===== src/rtl/pipe_vect_skid.sv =====
// ============================================================================
// Module   : pipe_vect_skid
// Brief    : Two-entry skid-buffered pipeline stage for a scalar + two vectors.
//            Optional synchronous flush enabled by macro PIPE_VECT_FLUSH_EN.
// Revision : 1.0 - initial release
// ============================================================================
`default_nettype none

module pipe_vect_skid #(
  parameter int WIDTH        = 8,
  parameter int registerSize = 8,
  parameter int vectorSize   = 4
) (
  input  logic                                   clk,
  input  logic                                   reset,
  input  logic [WIDTH-1:0]                       in,
  input  logic [vectorSize-1:0][registerSize-1:0] vect1,
  input  logic [vectorSize-1:0][registerSize-1:0] vect2,
  input  logic                                   in_valid,
  output logic                                   in_ready,
  output logic [WIDTH-1:0]                       out,
  output logic [vectorSize-1:0][registerSize-1:0] vect1_out,
  output logic [vectorSize-1:0][registerSize-1:0] vect2_out,
  output logic                                   out_valid,
`ifdef PIPE_VECT_FLUSH_EN
  input  logic                                   flush,
`endif
  input  logic                                   out_ready
);

  localparam logic [1:0] S_EMPTY = 2'd0;
  localparam logic [1:0] S_ONE   = 2'd1;
  localparam logic [1:0] S_TWO   = 2'd2;

  logic [1:0]                               r_state;
  logic [1:0]                               w_state_nxt;
  logic                                     r_in_ready;
  logic                                     r_out_valid;
  logic [WIDTH-1:0]                         r_out;
  logic [vectorSize-1:0][registerSize-1:0] r_v1;
  logic [vectorSize-1:0][registerSize-1:0] r_v2;
  logic [WIDTH-1:0]                         r_s_out;
  logic [vectorSize-1:0][registerSize-1:0] r_s_v1;
  logic [vectorSize-1:0][registerSize-1:0] r_s_v2;
  logic                                     w_accept;
  logic                                     w_emit;
  logic                                     w_flush;

`ifdef PIPE_VECT_FLUSH_EN
  assign w_flush = flush;
`else
  assign w_flush = 1'b0;
`endif

  assign w_accept = in_valid & r_in_ready;
  assign w_emit   = r_out_valid & out_ready;

  always_comb begin
    w_state_nxt = r_state;
    if (w_flush) begin
      w_state_nxt = S_EMPTY;
    end else begin
      case (r_state)
        S_EMPTY: if (w_accept) w_state_nxt = S_ONE;
        S_ONE: begin
          if (w_accept && !w_emit)      w_state_nxt = S_TWO;
          else if (!w_accept && w_emit) w_state_nxt = S_EMPTY;
        end
        S_TWO:   if (w_emit) w_state_nxt = S_ONE;
        default: w_state_nxt = S_EMPTY;
      endcase
    end
  end

  // Handshake flags are registered from the next state so in_ready never
  // depends combinationally on out_ready.
  always_ff @(posedge clk or posedge reset) begin
    if (reset) begin
      r_state     <= S_EMPTY;
      r_in_ready  <= 1'b1;
      r_out_valid <= 1'b0;
    end else begin
      r_state     <= w_state_nxt;
      r_in_ready  <= (w_state_nxt != S_TWO);
      r_out_valid <= (w_state_nxt != S_EMPTY);
    end
  end

  always_ff @(posedge clk or posedge reset) begin
    if (reset) begin
      r_out   <= '0;
      r_v1    <= '0;
      r_v2    <= '0;
      r_s_out <= '0;
      r_s_v1  <= '0;
      r_s_v2  <= '0;
    end else if (!w_flush) begin
      case (r_state)
        S_EMPTY: begin
          if (w_accept) begin
            r_out <= in;
            r_v1  <= vect1;
            r_v2  <= vect2;
          end
        end
        S_ONE: begin
          if (w_accept && w_emit) begin
            r_out <= in;
            r_v1  <= vect1;
            r_v2  <= vect2;
          end else if (w_accept) begin
            r_s_out <= in;
            r_s_v1  <= vect1;
            r_s_v2  <= vect2;
          end
        end
        S_TWO: begin
          if (w_emit) begin
            r_out <= r_s_out;
            r_v1  <= r_s_v1;
            r_v2  <= r_s_v2;
          end
        end
        default: ;
      endcase
    end
  end

  assign in_ready  = r_in_ready;
  assign out_valid = r_out_valid;
  assign out       = r_out;
  assign vect1_out = r_v1;
  assign vect2_out = r_v2;

endmodule

`default_nettype wire


===== config.mk =====
export PLATFORM = sky130hd
export DESIGN_NAME = pipe_vect_skid
export DESIGN_NICKNAME = d
export VERILOG_FILES = /design/src/rtl/pipe_vect_skid.sv
export SDC_FILE = /design/constraint.sdc
export NUM_CORES = 1
export LEC_CHECK = 0
export BUFFER_PORTS_ARGS = -buffer_cell sky130_fd_sc_hd__clkbuf_2
export CORE_MARGIN = 1
export CORE_UTILIZATION = 49
export CTS_CLUSTER_SIZE = 8
export DETAILED_ROUTE_END_ITERATION = 8
export GPL_TIMING_DRIVEN = 1
export PLACE_DENSITY = 0.77
export REMOVE_ABC_BUFFERS = 1
export SLEW_MARGIN = 10
export SYNTH_ARGS = -nofsm -noshare
export SYNTH_HDL_FRONTEND = slang
export SYNTH_SLANG_ARGS = --single-unit
export TNS_END_PERCENT = 5

===== constraint.sdc =====
create_clock -name clk -period 4.2 [get_ports clk]
set_input_delay 0.21 -clock clk [delete_from_list [all_inputs] [get_ports clk]]
set_output_delay 0.21 -clock clk [all_outputs]
set_load 0.02 [all_outputs]

==> run summary, run 1 <==
Critical Path Sink Type: register
cells after synthesis: 558
Worst-Skew Late Latency: 0.42 ns
pwr dens: 822 nW/um2
GRT Total Usage: 20.8%
DR WL met2: 6.67 mm
io pins: 150
share of flip-flops with an asynchronous set or reset: 100%
EDFF count, synth: 0
TritonCTS Buffers: 17
peak supply drop: 0.000431 V
vias in the first global route: 4,465
fin nets: 778
global-route wire length before repair: 21.5 mm
Crit-path slowest cell: nand3_4
# port buffers: 149
met1 wire length: 5.61 mm
GPL Wtd Cong: 0.738
distinct cell type count after synthesis: 22
Final Non-Filler Cells: 886
Initial Utilization: 50.7%
CP Class: register to register
final hold violations: 0
max-cap viol count: 0
FMAX: 406 MHz
H-tree Lvls: 4
max-slew violations: 0
DRC errors left: 0
Root Driver: clkbuf_16
DR top layer: met4
most frequent cells in the layout: 218 x nand2_1, 149 x clkbuf_2, 147 x dfrtp_1, 105 x mux2_2, 39 x mux2_1
met3 wire len: 641 um
RSZ-0062 raised after global routing: no
min cycle time layout: 2.46 ns
commonest non-fill, non-tap cell in the layout: nand2_1
final wirelength: 13.2 mm
Vias/cell: 5.05
Slew HR: 33.2%
Seq cells post-synth: 148
worst min-delay path class: input port to register
crit-path cells: nand2_1 > nor2_1 > nand3_4 > mux2_2
Tightest Pin Transition: 1.00 ns
die area: 13,600 um2
Clock Path Buffers: 2
fill count: 1,035
final setup vio count: 0
CP max FO: 72
Area growth syn-to-layout: 22.6%
post-CTS setup buffer count: 0
length of the first detailed-routing pass in iterations: 4
Synthesis Warnings: 0
max incr delay on CP: 0.77 ns
drt wl/cell: 15.0 um
status: finished, final reports clean
Mapped Area: 6460 um2
num rows: 41
Crit path required time: 4.49 ns
ant diodes: 0
period utilisation layout: 58.6%
CTS sink cnt: 148
Final ANT Viol Nets: 0
Post-Synthesis Mean Instance Area: 11.6 um2
TNS Setup: 0 ns
DIE HEIGHT: 117 um
Core Area: 12,700 um2
DP Wirelength: 8.69 mm
largest net degree at the start of global routing: 80
post-synthesis sequential area ratio: 57.4%
via count: 4,476
CTS tree: yes
Main synth FF type: dfrtp_1
clk slew on worst S/H paths: 0.06 ns
share of cells above drive strength 1: 41.6%
CP Launch Type: register
die width: 117 um
DR iter-0 viols: 212
Max Clock Skew: 0.00532 ns
Leak: 3.98 nW
placed cells: 854
Critical Path AT: 2.75 ns
grt ovf: 0
initial antenna violation count: 0
## per-layer routing
layer | vias to the layer above | track usage, %
li1 | 2119 | -
met2 | 137 | 34.5
met3 | 29 | 5.41
met5 | - | 0
met4 | 0 | 9.70
met1 | 2191 | 25.5
## final cells by class
type	count	area, um2	area share [%]
well taps	172	215	2.72
repair buffers	156	801	10.1
multi-input cells	378	2570	32.5
clock buffers	22	484	6.12
flip-flops and latches	148	3700	46.8
inverters	1	8.76	0.111
clock inverters	9	126	1.60
## cell usage after synthesis (2+ instances only)
cell      instances  area, um2
o21a_1            2       15.0
nand3_1           2       10.0
o21ai_0           2       10.0
mux2_1           39        439
dfrtp_1         147       3680
nand2_1         218        818
mux2_2          105       1180
clkbuf_1          3       11.3
nor2_1            2       7.51
buf_2            20        100
buf_6             7       78.8
## through the flow
step	power, mW	cell area, um2	worst slack, ns	utilization, %	hold slack (ns)
global placement	4.84	7290	1.83	57.3	0.365
CTS	6.57	7910	1.74	62.2	0.0263
floorplan	4.24	6260	0.0120	-	0.361
global route	6.90	7910	1.52	62.2	0.0326
detailed placement	4.99	7290	1.74	57.3	0.374
finish	6.50	7910	1.74	62.2	0.0455
## power by group
part	switching (mW)	internal [mW]	total, mW
logic	1.28	1.10	2.38
clock network	0.564	0.991	1.55
registers	0.400	2.17	2.57
total	2.25	4.26	6.50
## worst paths after layout
kind / startpoint / to / slack (ns) / cells past startpoint
max in group asynchronous: reset / r_s_out[0]$_DFFE_PP0P_ / 2.69 / 4
max: in_ready$_DFF_PP1_ / r_s_v2[27]$_DFFE_PP0P_ / 1.74 / 4
min reg2reg: vect1_out[4]$_DFFE_PP0P_ / vect1_out[4]$_DFFE_PP0P_ / 0.49 / 1
min in group asynchronous: reset / vect2_out[23]$_DFFE_PP0P_ / 0.47 / 3
max reg2reg: in_ready$_DFF_PP1_ / r_s_v2[27]$_DFFE_PP0P_ / 1.74 / 4
min: vect1[17] / r_s_v1[17]$_DFFE_PP0P_ / 0.05 / 2
## state kept, by name (all words and copies together), names as in the netlist
register and count:
in_ready 1, out 8, out_valid 1, r_s_out 8
r_s_v1 32, r_s_v2 32, r_state 2, vect1_out 32
vect2_out 32
## worst max-delay path: cells and delay by family, from the launching register on
family | cells | cell delay, ns
AND/OR/NAND/NOR | 3 | 1.19
multiplexers | 1 | 0.59
flip-flops | 1 | 0.53
## kinds of logic (layout without fill, tap and decap cells)
group                  after synthesis  after routing  share of synthesized area [%]
DFF                                148            148                           57.4
buffers and inverters               32            188                           3.12
AOI/OAI and AO/OA                    8              8                           1.07
and+or+nand+nor                    226            226                           13.3
muxes                              144            144                           25.1
## repair_timing
item,CTS,global route
resized for setup,0,0
endpoints found under the hold margin,76,0
hold buffers,1,0
No activity file was read; power rests on OpenSTA's default activity.
==> run 2: changes to the inputs <==
- clock period: 4.2 -> 2.05 ns (I/O delays scaled with it)
==> run 2 against run 1 <==
Count of clock-buffer cells in the layout is 2 higher. Clock skew is 0.0023 ns higher. Combinational power is 120% higher. Clock power is 110% higher. Global-route usage is 2.8 points higher. Cell count is 9.0% higher. Via count is 9.3% higher. Wire length is 13% higher. Register-to-register slack worse by 1.6 ns. Fmax is 31% higher. Critical endpoint is now vect2_out[12]$_DFFE_PP0P_. Largest cell class unchanged. Largest power group unchanged.
==> run summary, run 2 (synthesized netlist as in run 1, its figures left out) <==
hold path depth: 3 (+1)
num rows: 41 (unchanged)
Core Area: 12,700 um2 (unchanged)
CP max FO: 46 (-36%)
largest net degree at the start of global routing: 55 (-31%)
DRC errors left: 0 (unchanged)
vias in the first global route: 5,276 (+18%)
worst min-delay path class: input port to register
max-slew violations: 0 (unchanged)
ant diodes: 0 (unchanged)
hold_sp: out_ready
Leak: 4.33 nW (+8.8%)
Critical R2R Capture: vect2_out[12]$_DFFE_PP0P_
Worst Hold Slack: 0.139 ns (+0.0937 ns)
Reg area: 3700 um2 (unchanged)
DR iter-0 viols: 238 (+12%)
peak supply drop: 0.000940 V (+120%)
Tightest Pin Transition: 0.546 ns (-0.456 ns)
CP Class: register to register
pwr dens: 1570 nW/um2 (+91%)
FMAX: 530 MHz (+31%)
Area growth syn-to-layout: 35.3%
io pins: 150 (unchanged)
DIE HEIGHT: 117 um (unchanged)
die area: 13,600 um2 (unchanged)
TritonCTS Buffers: 17 (unchanged)
via count: 4,894 (+9.3%)
clk slew on worst S/H paths: 0.06 ns (about the same)
# port buffers: 149 (unchanged)
Root Driver: clkbuf_16
DP Wirelength: 9.14 mm (+5.2%)
Worst-Skew Late Latency: 0.42 ns (about the same)
final wirelength: 15.0 mm (+13%)
Final Non-Filler Cells: 966 (+9.0%)
post-route cell area: 8730 um2 (+10%)
Core Util, Final: 68.6% (+6.4 points)
final hold violations: 0 (unchanged)
fin nets: 857 (+10%)
Max Clock Skew: 0.00761 ns (+0.00229 ns)
status: finished, final reports clean
GPL Wtd Cong: 0.720 (-2.5%)
GRT Total Usage: 23.6% (+2.8 points)
r2r setup slk: 0.16 ns (-1.57 ns)
CTS tree: yes
Initial Utilization: 50.7% (unchanged)
Vias/cell: 5.07 (+0.28%)
global-route wire length before repair: 24.2 mm (+13%)
period utilisation layout: 92.0% (+33 points)
share of cells above drive strength 1: 38.4% (-3.2 points)
Clock Path Buffers: 2 (unchanged)
post-CTS setup buffer count: 0 (unchanged)
length of the first detailed-routing pass in iterations: 4 (unchanged)
Final ANT Viol Nets: 0 (unchanged)
CP Launch Type: register
min cycle time layout: 1.89 ns (-0.576 ns)
Critical Path Sink Type: register
grt ovf: 0 (unchanged)
Critical Path AT: 2.24 ns (-0.51 ns)
most frequent cells in the layout: 218 x nand2_1, 149 x clkbuf_2, 147 x dfrtp_1, 105 x mux2_2, 73 x dlygate4sd3_1
commonest non-fill, non-tap cell in the layout: nand2_1
CTS sink cnt: 148 (unchanged)
final setup vio count: 0 (unchanged)
Slew HR: 63.6% (+30 points)
fill count: 911 (-12%)
max-cap viol count: 0 (unchanged)
placed cells: 861 (+0.82%)
area occupied by multi-input gates: 2570 um2 (unchanged)
Worst R2R Path Depth: 6 (+2)
H-tree Lvls: 4 (unchanged)
die width: 117 um (unchanged)
dpl cell area: 7370 um2 (+1.1%)
FF-to-FF Start: r_state[1]$_DFF_PP0_
Crit path required time: 2.41 ns (-2.08 ns)
Worst Hold End: in_ready$_DFF_PP1_
RSZ-0062 raised after global routing: no
initial antenna violation count: 0 (unchanged)
drt wl/cell: 15.6 um (+4.0%)
==> run 2: changes by cell type in the layout (fill, tap and decap cells not counted) <==
| cell | previous run | this run |
|---|---|---|
| clkbuf_8 | 4 | 6 |
| clkinvlp_4 | 1 | 2 |
| clkinv_4 | 1 | 0 |
| buf_4 | 6 | 11 |
| buf_12 | 0 | 2 |
| clkinv_2 | 4 | 3 |
| dlygate4sd3_1 | 1 | 73 |
==> run 2: worst max-delay path by stage <==
stage,slack [ns],from,to
CTS,0.18,in_ready$_DFF_PP1_,r_s_out[2]$_DFFE_PP0P_
global placement,0.29,r_state[1]$_DFF_PP0_,vect2_out[5]$_DFFE_PP0P_
global route,0.04,r_state[1]$_DFF_PP0_,vect1_out[8]$_DFFE_PP0P_
detailed placement,0.21,r_state[1]$_DFF_PP0_,vect2_out[10]$_DFFE_PP0P_
finish,0.16,r_state[1]$_DFF_PP0_,vect2_out[12]$_DFFE_PP0P_
floorplan,-2.03,reset,out[0]$_DFFE_PP0P_
==> run 2: cell type report <==
type,count,share of cell area (%)
clock buffers,24,5.86
clock inverters,8,1.38
inverters,1,0.100
multi-input cells,378,29.5
flip-flops and latches,148,42.4
well taps,172,2.46
repair buffers,235,18.3
==> run 2: report_power, final <==
part / switching (mW) / leakage (nW) / internal, mW / total, mW
combinational: 2.82 / 2.27 / 2.39 / 5.20
sequential: 0.830 / 1.75 / 4.44 / 5.27
clock: 1.15 / 0.308 / 2.10 / 3.25
total: 4.79 / 4.33 / 8.93 / 13.7
==> run 2: what timing repair did <==
item | in CTS | in global routing
hold buffers | 73 | 0
hold endpoints to repair | 132 | 0
gates resized for setup | 0 | 0
==> run 2: worst max-delay path, stage by stage, from the launching register on <==
cell and delay, ns:
dfrtp_1 0.46, nand2b_2 0.12, buf_4 0.31, buf_4 0.53, nand2_1 0.15, nand2_1 0.10, mux2_2 0.14
==> run 2: through the flow <==
stage	setup TNS (ns)	power, mW	worst slack (ns)
after floorplan	-537.13	8.69	-2.03
after global placement	0	10.0	0.286
after detailed placement	0	10.4	0.205
after CTS	0	13.8	0.180
after global routing	0	14.5	0.0401
final	0	13.7	0.165
==> run 2: routing by layer <==
metal	global-route usage [%]	vias to the layer above	share of wire [%]
met5	0	-	0
met4	11.7	0	2.5
met3	5.87	36	4.2
met2	41.8	144	53
met1	26.5	2435	40
li1	-	2279	-
